$ cat config.mk
export PLATFORM = sky130hd
export DESIGN_NAME = fx_mac
export DESIGN_NICKNAME = d
export VERILOG_FILES = /design/src/rtl/fx_pkg.sv /design/src/rtl/fx_mult.sv /design/src/rtl/fx_mac.sv
export SDC_FILE = /design/constraint.sdc
export NUM_CORES = 2
export LEC_CHECK = 0
export BUFFER_PORTS_ARGS = -buffer_cell sky130_fd_sc_hd__buf_2
export CAP_MARGIN = 25
export CORE_MARGIN = 10
export CORE_UTILIZATION = 45
export CTS_CLUSTER_SIZE = 25
export DETAILED_ROUTE_END_ITERATION = 6
export PLACE_DENSITY = 0.73
export SYNTH_ARGS = -nofsm -noshare
export SYNTH_HDL_FRONTEND = slang
export SYNTH_SLANG_ARGS = --single-unit
$ cat constraint.sdc
create_clock -name clk -period 10.3 [get_ports clk]
set_input_delay 0.515 -clock clk [delete_from_list [all_inputs] [get_ports clk]]
set_output_delay 0.515 -clock clk [all_outputs]
set_load 0.005 [all_outputs]
$ cat src/rtl/fx_pkg.sv
// fx_pkg: shared definitions for the fixed-point MAC slice.
//   DefQ / DefN   default fractional bit count and word width
//   mac_state_e   fx_mac controller states
package fx_pkg;

   localparam int unsigned DefQ = 15;
   localparam int unsigned DefN = 32;

   typedef enum logic [1:0] {
      StIdle = 2'd0,
      StMult = 2'd1,
      StAcc  = 2'd2,
      StDone = 2'd3
   } mac_state_e;

endpackage

$ cat src/rtl/fx_mult.sv
// fx_mult: combinational sign-magnitude fixed-point multiplier.
//   a, b  operands, sign in bit N-1, Q fractional bits
//   prod  product, magnitude truncated toward zero; zero magnitude carries sign 0
//   ovf   product magnitude does not fit in N-1 bits (prod magnitude is then wrapped)
module fx_mult
   import fx_pkg::*;
#(
   parameter int unsigned Q = DefQ,
   parameter int unsigned N = DefN
) (
   input  logic [N-1:0] a,
   input  logic [N-1:0] b,
   output logic [N-1:0] prod,
   output logic         ovf
);

   localparam int unsigned M = N - 1;

   logic [2*M-1:0] full;
   logic [2*M-1:0] shifted;
   logic [M-1:0]   mag;

   assign full    = {{M{1'b0}}, a[M-1:0]} * {{M{1'b0}}, b[M-1:0]};
   assign shifted = full >> Q;
   assign ovf     = |shifted[2*M-1:M];
   assign mag     = shifted[M-1:0];
   assign prod    = {(a[N-1] ^ b[N-1]) & (|mag), mag};

endmodule

$ cat src/rtl/fx_mac.sv
// fx_mac: sign-magnitude fixed-point multiply-accumulate, one pair per 3 cycles.
//   clk, rst            clock, synchronous active-high reset
//   a_in, b_in          operand pair (sign-magnitude, Q fractional bits)
//   in_valid, in_last   pair present / pair is final term of the sum
//   in_ready            pair accepted this cycle when in_valid is also high
//   sum_out, sum_valid  completed sum, held until sum_ready
//   sum_ready           consumer takes the sum
//   overflow_out        sticky overflow for the sum (saturation or multiplier overflow)
module fx_mac
   import fx_pkg::*;
#(
   parameter int unsigned Q = DefQ,
   parameter int unsigned N = DefN
) (
   input  logic         clk,
   input  logic         rst,
   input  logic [N-1:0] a_in,
   input  logic [N-1:0] b_in,
   input  logic         in_valid,
   input  logic         in_last,
   output logic         in_ready,
   output logic [N-1:0] sum_out,
   output logic         sum_valid,
   input  logic         sum_ready,
   output logic         overflow_out
);

   localparam int unsigned M = N - 1;
   localparam logic [M-1:0] MagMax = '1;

   mac_state_e   state_q, state_d;
   logic [N-1:0] a_q, a_d, b_q, b_d;
   logic         last_q, last_d;
   logic [N-1:0] prod_q, prod_d;
   logic         prod_ovf_q, prod_ovf_d;
   logic [N-1:0] acc_q, acc_d;
   logic         ovf_q, ovf_d;

   logic [N-1:0] mult_prod;
   logic         mult_ovf;

   fx_mult #(
      .Q(Q),
      .N(N)
   ) u_mult (
      .a   (a_q),
      .b   (b_q),
      .prod(mult_prod),
      .ovf (mult_ovf)
   );

   // Sign-magnitude add of the registered term into the accumulator.
   logic [M-1:0] term_mag, acc_mag, res_mag;
   logic [M:0]   mag_sum;
   logic         term_sign, acc_sign, res_sign, add_ovf;

   always_comb begin
      term_mag  = prod_ovf_q ? MagMax : prod_q[M-1:0];
      term_sign = prod_q[N-1];
      acc_mag   = acc_q[M-1:0];
      acc_sign  = acc_q[N-1];
      mag_sum   = {1'b0, acc_mag} + {1'b0, term_mag};
      add_ovf   = 1'b0;
      if (acc_sign == term_sign) begin
         res_sign = acc_sign;
         if (mag_sum[M]) begin
            res_mag = MagMax;
            add_ovf = 1'b1;
         end else begin
            res_mag = mag_sum[M-1:0];
         end
      end else if (acc_mag >= term_mag) begin
         res_sign = acc_sign;
         res_mag  = acc_mag - term_mag;
      end else begin
         res_sign = term_sign;
         res_mag  = term_mag - acc_mag;
      end
      // Never produce negative zero.
      if (res_mag == '0) begin
         res_sign = 1'b0;
      end
   end

   always_comb begin
      state_d    = state_q;
      a_d        = a_q;
      b_d        = b_q;
      last_d     = last_q;
      prod_d     = prod_q;
      prod_ovf_d = prod_ovf_q;
      acc_d      = acc_q;
      ovf_d      = ovf_q;
      unique case (state_q)
         StIdle: begin
            if (in_valid) begin
               a_d     = a_in;
               b_d     = b_in;
               last_d  = in_last;
               state_d = StMult;
            end
         end
         StMult: begin
            prod_d     = mult_prod;
            prod_ovf_d = mult_ovf;
            state_d    = StAcc;
         end
         StAcc: begin
            acc_d   = {res_sign, res_mag};
            ovf_d   = ovf_q | prod_ovf_q | add_ovf;
            state_d = last_q ? StDone : StIdle;
         end
         StDone: begin
            if (sum_ready) begin
               acc_d   = '0;
               ovf_d   = 1'b0;
               state_d = StIdle;
            end
         end
         default: state_d = StIdle;
      endcase
   end

   always_ff @(posedge clk) begin
      if (rst) begin
         state_q    <= StIdle;
         a_q        <= '0;
         b_q        <= '0;
         last_q     <= 1'b0;
         prod_q     <= '0;
         prod_ovf_q <= 1'b0;
         acc_q      <= '0;
         ovf_q      <= 1'b0;
      end else begin
         state_q    <= state_d;
         a_q        <= a_d;
         b_q        <= b_d;
         last_q     <= last_d;
         prod_q     <= prod_d;
         prod_ovf_q <= prod_ovf_d;
         acc_q      <= acc_d;
         ovf_q      <= ovf_d;
      end
   end

   assign in_ready     = (state_q == StIdle);
   assign sum_valid    = (state_q == StDone);
   assign sum_out      = acc_q;
   assign overflow_out = ovf_q;

endmodule
Word-level counts from Yosys, hierarchy flattened. Index checks and enable logic that the tools add are counted.

Register bits: 133.

Muxes and demuxes: 17. Equality and inequality tests: 8. $add $sub $neg: 3. Multiply operators: 1. Reduce and logical (&&, ||, !) cells: 9. $lt $le $gt $ge: 1. Bitwise gates (word level): 4.

Operators by type and width (count): $mux 31 (4); $pmux 32 s2 (1); $mul 31x31->62 (1); $sub 31x31->31 (2); $add 31x31->32 (1); $mux 32 (1); $ge 31x31->1 (1); $logic_not 31->1 (1); $reduce_or 31->1 (1); $reduce_or 16->1 (1); $pmux 2 s4 (1); $mux 1 (6); $mux 2 (3); $ne 3x3->1 const B (2); $reduce_and 2->1 (3); $eq 2x2->1 const B (2); $reduce_and 4->1 (1); $eq 2x1->1 const B (1); $logic_not 2->1 (1); $ne 2x1->1 const B (1); $ne 2x2->1 const B (1); $or 1x1->1 (2); $pmux 1 s2 (1); $reduce_bool 2->1 (1); other kinds (3) (3).

Longest topological paths before layout.
Depth in word-level cells: 7. Mapped depth: 32.

By module. Synthesis repeated with hierarchy kept, for this count alone.

Cell total of the unflattened synthesis: 5056. Area, all modules: 42452.0 µm².

By module, submodules not included: fx_mult (instances 1, cells each 3514, area each 31431.4 µm², seq. area each 0.0 µm²); fx_mac (instances 1, cells each 1542, area each 11020.6 µm², seq. area each 2662.6 µm²).

Worst setup path before layout. No wires, ideal clock.

Kind: register to register. Start: register b_q[8]. End: register prod_ovf_q. Library setup time: 0.124 ns. Data required time: 10.176 ns. Path buffers: 1. Cell stages (with the launch flop): 28. Period minus slack after synthesis: 7.936 ns. Arrival time: 7.812 ns. Slack: 2.364 ns. Path through: dfxtp_1 -> clkbuf_1 -> and2_1 -> fa_1 -> fa_1 -> inv_1 -> fa_1 -> fa_1 -> inv_1 -> fa_1 -> fa_1 -> fa_1 -> inv_1 -> fa_1 -> inv_1 -> ha_1 -> nand2_1 -> or4_1 -> a21o_1 -> a31o_2 -> a21oi_1 -> a21oi_1 -> o21ai_1 -> a311oi_1 -> xnor2_1 -> or4_1 -> nor4_1 -> a21oi_1.

Word-level cells in the longest chain between the ends: 2.

Ends and longest elaborated chain: start: declaration (line fx_mac.sv:32) `logic [N-1:0] a_q, a_d, b_q, b_d;`; start signal: assignment (line fx_mac.sv:128) `b_q <= '0;`; start signal: assignment (line fx_mac.sv:137) `b_q <= b_d;`; $mul 31x31->62 (line fx_mult.sv:23) `assign full = {{M{1'b0}}, a[M-1:0]} * {{M{1'b0}}, b[M-1:0]};`; $reduce_or 16->1 (line fx_mult.sv:25) `assign ovf = |shifted[2*M-1:M];`; end signal: assignment (line fx_mac.sv:140) `prod_ovf_q <= prod_ovf_d;`; end: declaration (line fx_mac.sv:35) `logic prod_ovf_q, prod_ovf_d;`.

Every way passes these cells. A chain may end at the register's enable or synchronous reset.

Final worst setup path. Same ends and word-level chain as after synthesis.

==> impl_metrics.yaml <==
status:
  status: "finished clean"
floorplanning:
  dieArea_um2: 105000
  design.core.area_um2: 91500
  io_pins: 104
  die_h_um: 323
  die_w_um: 323
  start_util: 0.452
  num_rows: 111
timing:
  max_slew_margin: 0.245
  fin_crit_ns: 9.32
  hold_viol_final: 0
  fmax_mhz: 107
  setup_viol: 0
  tns_ns: 0
  clock_skew_ns: 0.0349
  hold_ws_ns: 0.208
  slew_viol_final: 0
  period_share: 0.905
  worst_pin_slew_ns: 1.12
  rsz0062_at_grt: "false"
placement:
  placed_cells: 6002
  place_congestion: 0.995
  dp_hpwl_mm: 104
  port_buffers: 103
worst_setup_path:
  critPathMaxStageDelay_ns: 0.97
  crit_arrival_ns: 9.72
  start_kind: "flop"
  worst_ep_required_time_ns: 10.69
  critPathBufInv: 8
  crit_slowest_cell: "dfxtp_1"
  cp-end-kind: "flop"
  cp_common_cell: "fa_1"
  cp_max_fo: 23
  worst-setup-path-type: "flop to flop"
  critPathTopFamily: "adder cells"
synthesis:
  async_flop_share: 0
  synthFlopType: "dfxtp_1"
  synth_nets: 6159
  yosys.cell_types.count: 84
  synth-seq-area-share: 0.0643
  syn-mean-instance-area_um2: 8.44
  yosysWarnings: 0
  synth-edff-count: 0
  syn_inst: 4906
  yosys.area.top_type: "fa_1"
  synth_top_cell_area_share: 0.406
  ys_ff_latch: 133
  synth_area_leaders: "fa_1, ha_1, and2_1"
  syn-cell-area_um2: 41400
drt:
  vias: 33800
  drc: 0
  drt_wl_total_mm: 128
  firstDrtPassIters: 6
  ant_nets: 0
  post_drt_via_cell_ratio: 5.60
  drt_iter0_markers: 2994
  wl_per_cell_um: 21.2
power:
  powerDensity_nw_per_um2: 80.4
  switching_share: 0.518
  pwr-share-comb: 0.616
  pwr-share-seq: 0.184
  p_clk_frac: 0.200
  finalPower_w: 0.00352
  power_switching_w: 0.00182
  p_leak_nw: 21.4
  internal_power_w: 0.00170
  ir_drop_uv: 94.6
clocking:
  numCtsBuffers: 17
  htreeDepth: 4
  insertion_delay_ns: 0.54
  cts_resized: 0
  clkTransAtPathRegs_ns: 0.10
  ctsHoldBuffers: 0
  clockBufferDepth: 2
  cts_tree: "done"
  post_cts_buffers: 0
  cts_root_buf: "clkbuf_16"
  clock_sinks: 133
layout:
  num_antenna_cells: 0
  nFillCells: 8697
  nets: 6091
  fin_cells: 6037
  finalCoreUtilization: 0.478
  area_growth_pct: 5.67
  drive_above_1_share: 0.0629
global_routing:
  grt_pass1_wl_mm: 202
  grt_max_degree: 68
  first_global_vias: 35500
  antenna_found_initial: 2
  grt_usage: 0.250
  grt_overflow: 0
min_path:
  hold_path.class: "input port to flop"
run:
  cap_violations: 0
-- layout make-up --
class                   instances  area, um^2  share of cell area
clock buffers                  17         425             0.00972
clock inverters                15         186             0.00426
inverters                     934        3510              0.0801
multi-input cells            3551       34200               0.781
flip-flops and latches        133        2660              0.0609
well taps                    1186        1480              0.0339
repair buffers                201        1330              0.0303
-- logic make-up after synthesis --
| group | synth area share |
|---|---|
| xor+xnor | 0.0116 |
| compound gates | 0.103 |
| simple gates | 0.194 |
| flops | 0.0643 |
| buf+inv | 0.112 |
| fa+ha+maj | 0.510 |
| mux | 0.00559 |
-- per-layer routing --
metal / share of wire / track usage / routed length, um / up-vias
met5: 0 / 0 / 0 / -
met4: 0.050 / 0.112 / 6350 / 0
met2: 0.48 / 0.415 / 60800 / 1522
met1: 0.39 / 0.316 / 50400 / 17000
li1: - / - / - / 14900
met3: 0.081 / 0.0431 / 10400 / 330
-- per-stage QoR --
stage               area, um^2  setup WS, ns
global placement         43000          1.30
global route             43700         0.717
finish                   43700         0.976
detailed placement       43100          1.17
CTS                      43700          1.14
floorplan                41400          2.36
-- synthesized netlist by cell type (10+ instances only) --
cell,instances
o211ai_1,10
nor3_1,14
a221oi_1,11
clkbuf_1,263
o21ai_0,107
dfxtp_1,133
mux2i_1,16
a22oi_1,26
nor4_1,19
xor2_1,22
a21oi_1,287
nand2_1,663
a211oi_1,19
o221ai_1,11
or2_2,37
and3_1,11
xnor2_1,33
and2_1,575
a31oi_1,14
nand3_1,25
o21a_1,13
ha_1,345
nand2b_1,14
nand4_1,35
buf_2,18
nor2b_1,15
nor2_1,161
a21o_1,61
inv_1,932
o21bai_1,26
fa_1,839
-- sequential cells by signal (all words and copies together) (netlist names) --
name and cells:
a_q 32, b_q 32, prod_q 32, sum_out 32, state_q 2, last_q 1
overflow_out 1, prod_ovf_q 1
-- cell usage in the layout, fill, tap and decap left out, types with 15 or more instances in the layout --
cell type	instances
a211oi_1	19
a21o_1	61
a21oi_1	287
a22oi_1	26
and2_1	574
buf_2	102
buf_4	95
clkbuf_16	17
dfxtp_1	132
fa_1	839
ha_1	345
inv_1	932
mux2i_1	16
nand2_1	662
nand3_1	25
nand4_1	35
nor2_1	161
nor2b_1	15
nor4_1	19
o21ai_0	107
o21bai_1	26
or2_2	37
xnor2_1	32
xor2_1	21
-- worst min-delay path, stage by stage --
cell	delay [ns]
buf_2	0.09
nand2_1	0.05
a21oi_1	0.05
-- final timing paths --
path | from | endpoint | slack (ns) | depth (start not counted)
max | b_q[8] | prod_ovf_q | 0.98 | 30
min | b_in[28] | b_q[28] | 0.21 | 3
max reg2reg | b_q[8] | prod_ovf_q | 0.98 | 30
min reg2reg | prod_q[10] | prod_q[10] | 0.45 | 2
-- power by group through the flow --
stage	registers [W]	clock network (W)	logic [W]
2_1_floorplan	0.000582	0	0.00150
3_3_place_gp	0.000658	0	0.00209
3_5_place_dp	0.000660	0	0.00211
4_1_cts	0.000648	0.000719	0.00212
5_1_grt	0.000652	0.000732	0.00238
6_report	0.000648	0.000703	0.00217
Power figures use the tool's default switching activity.
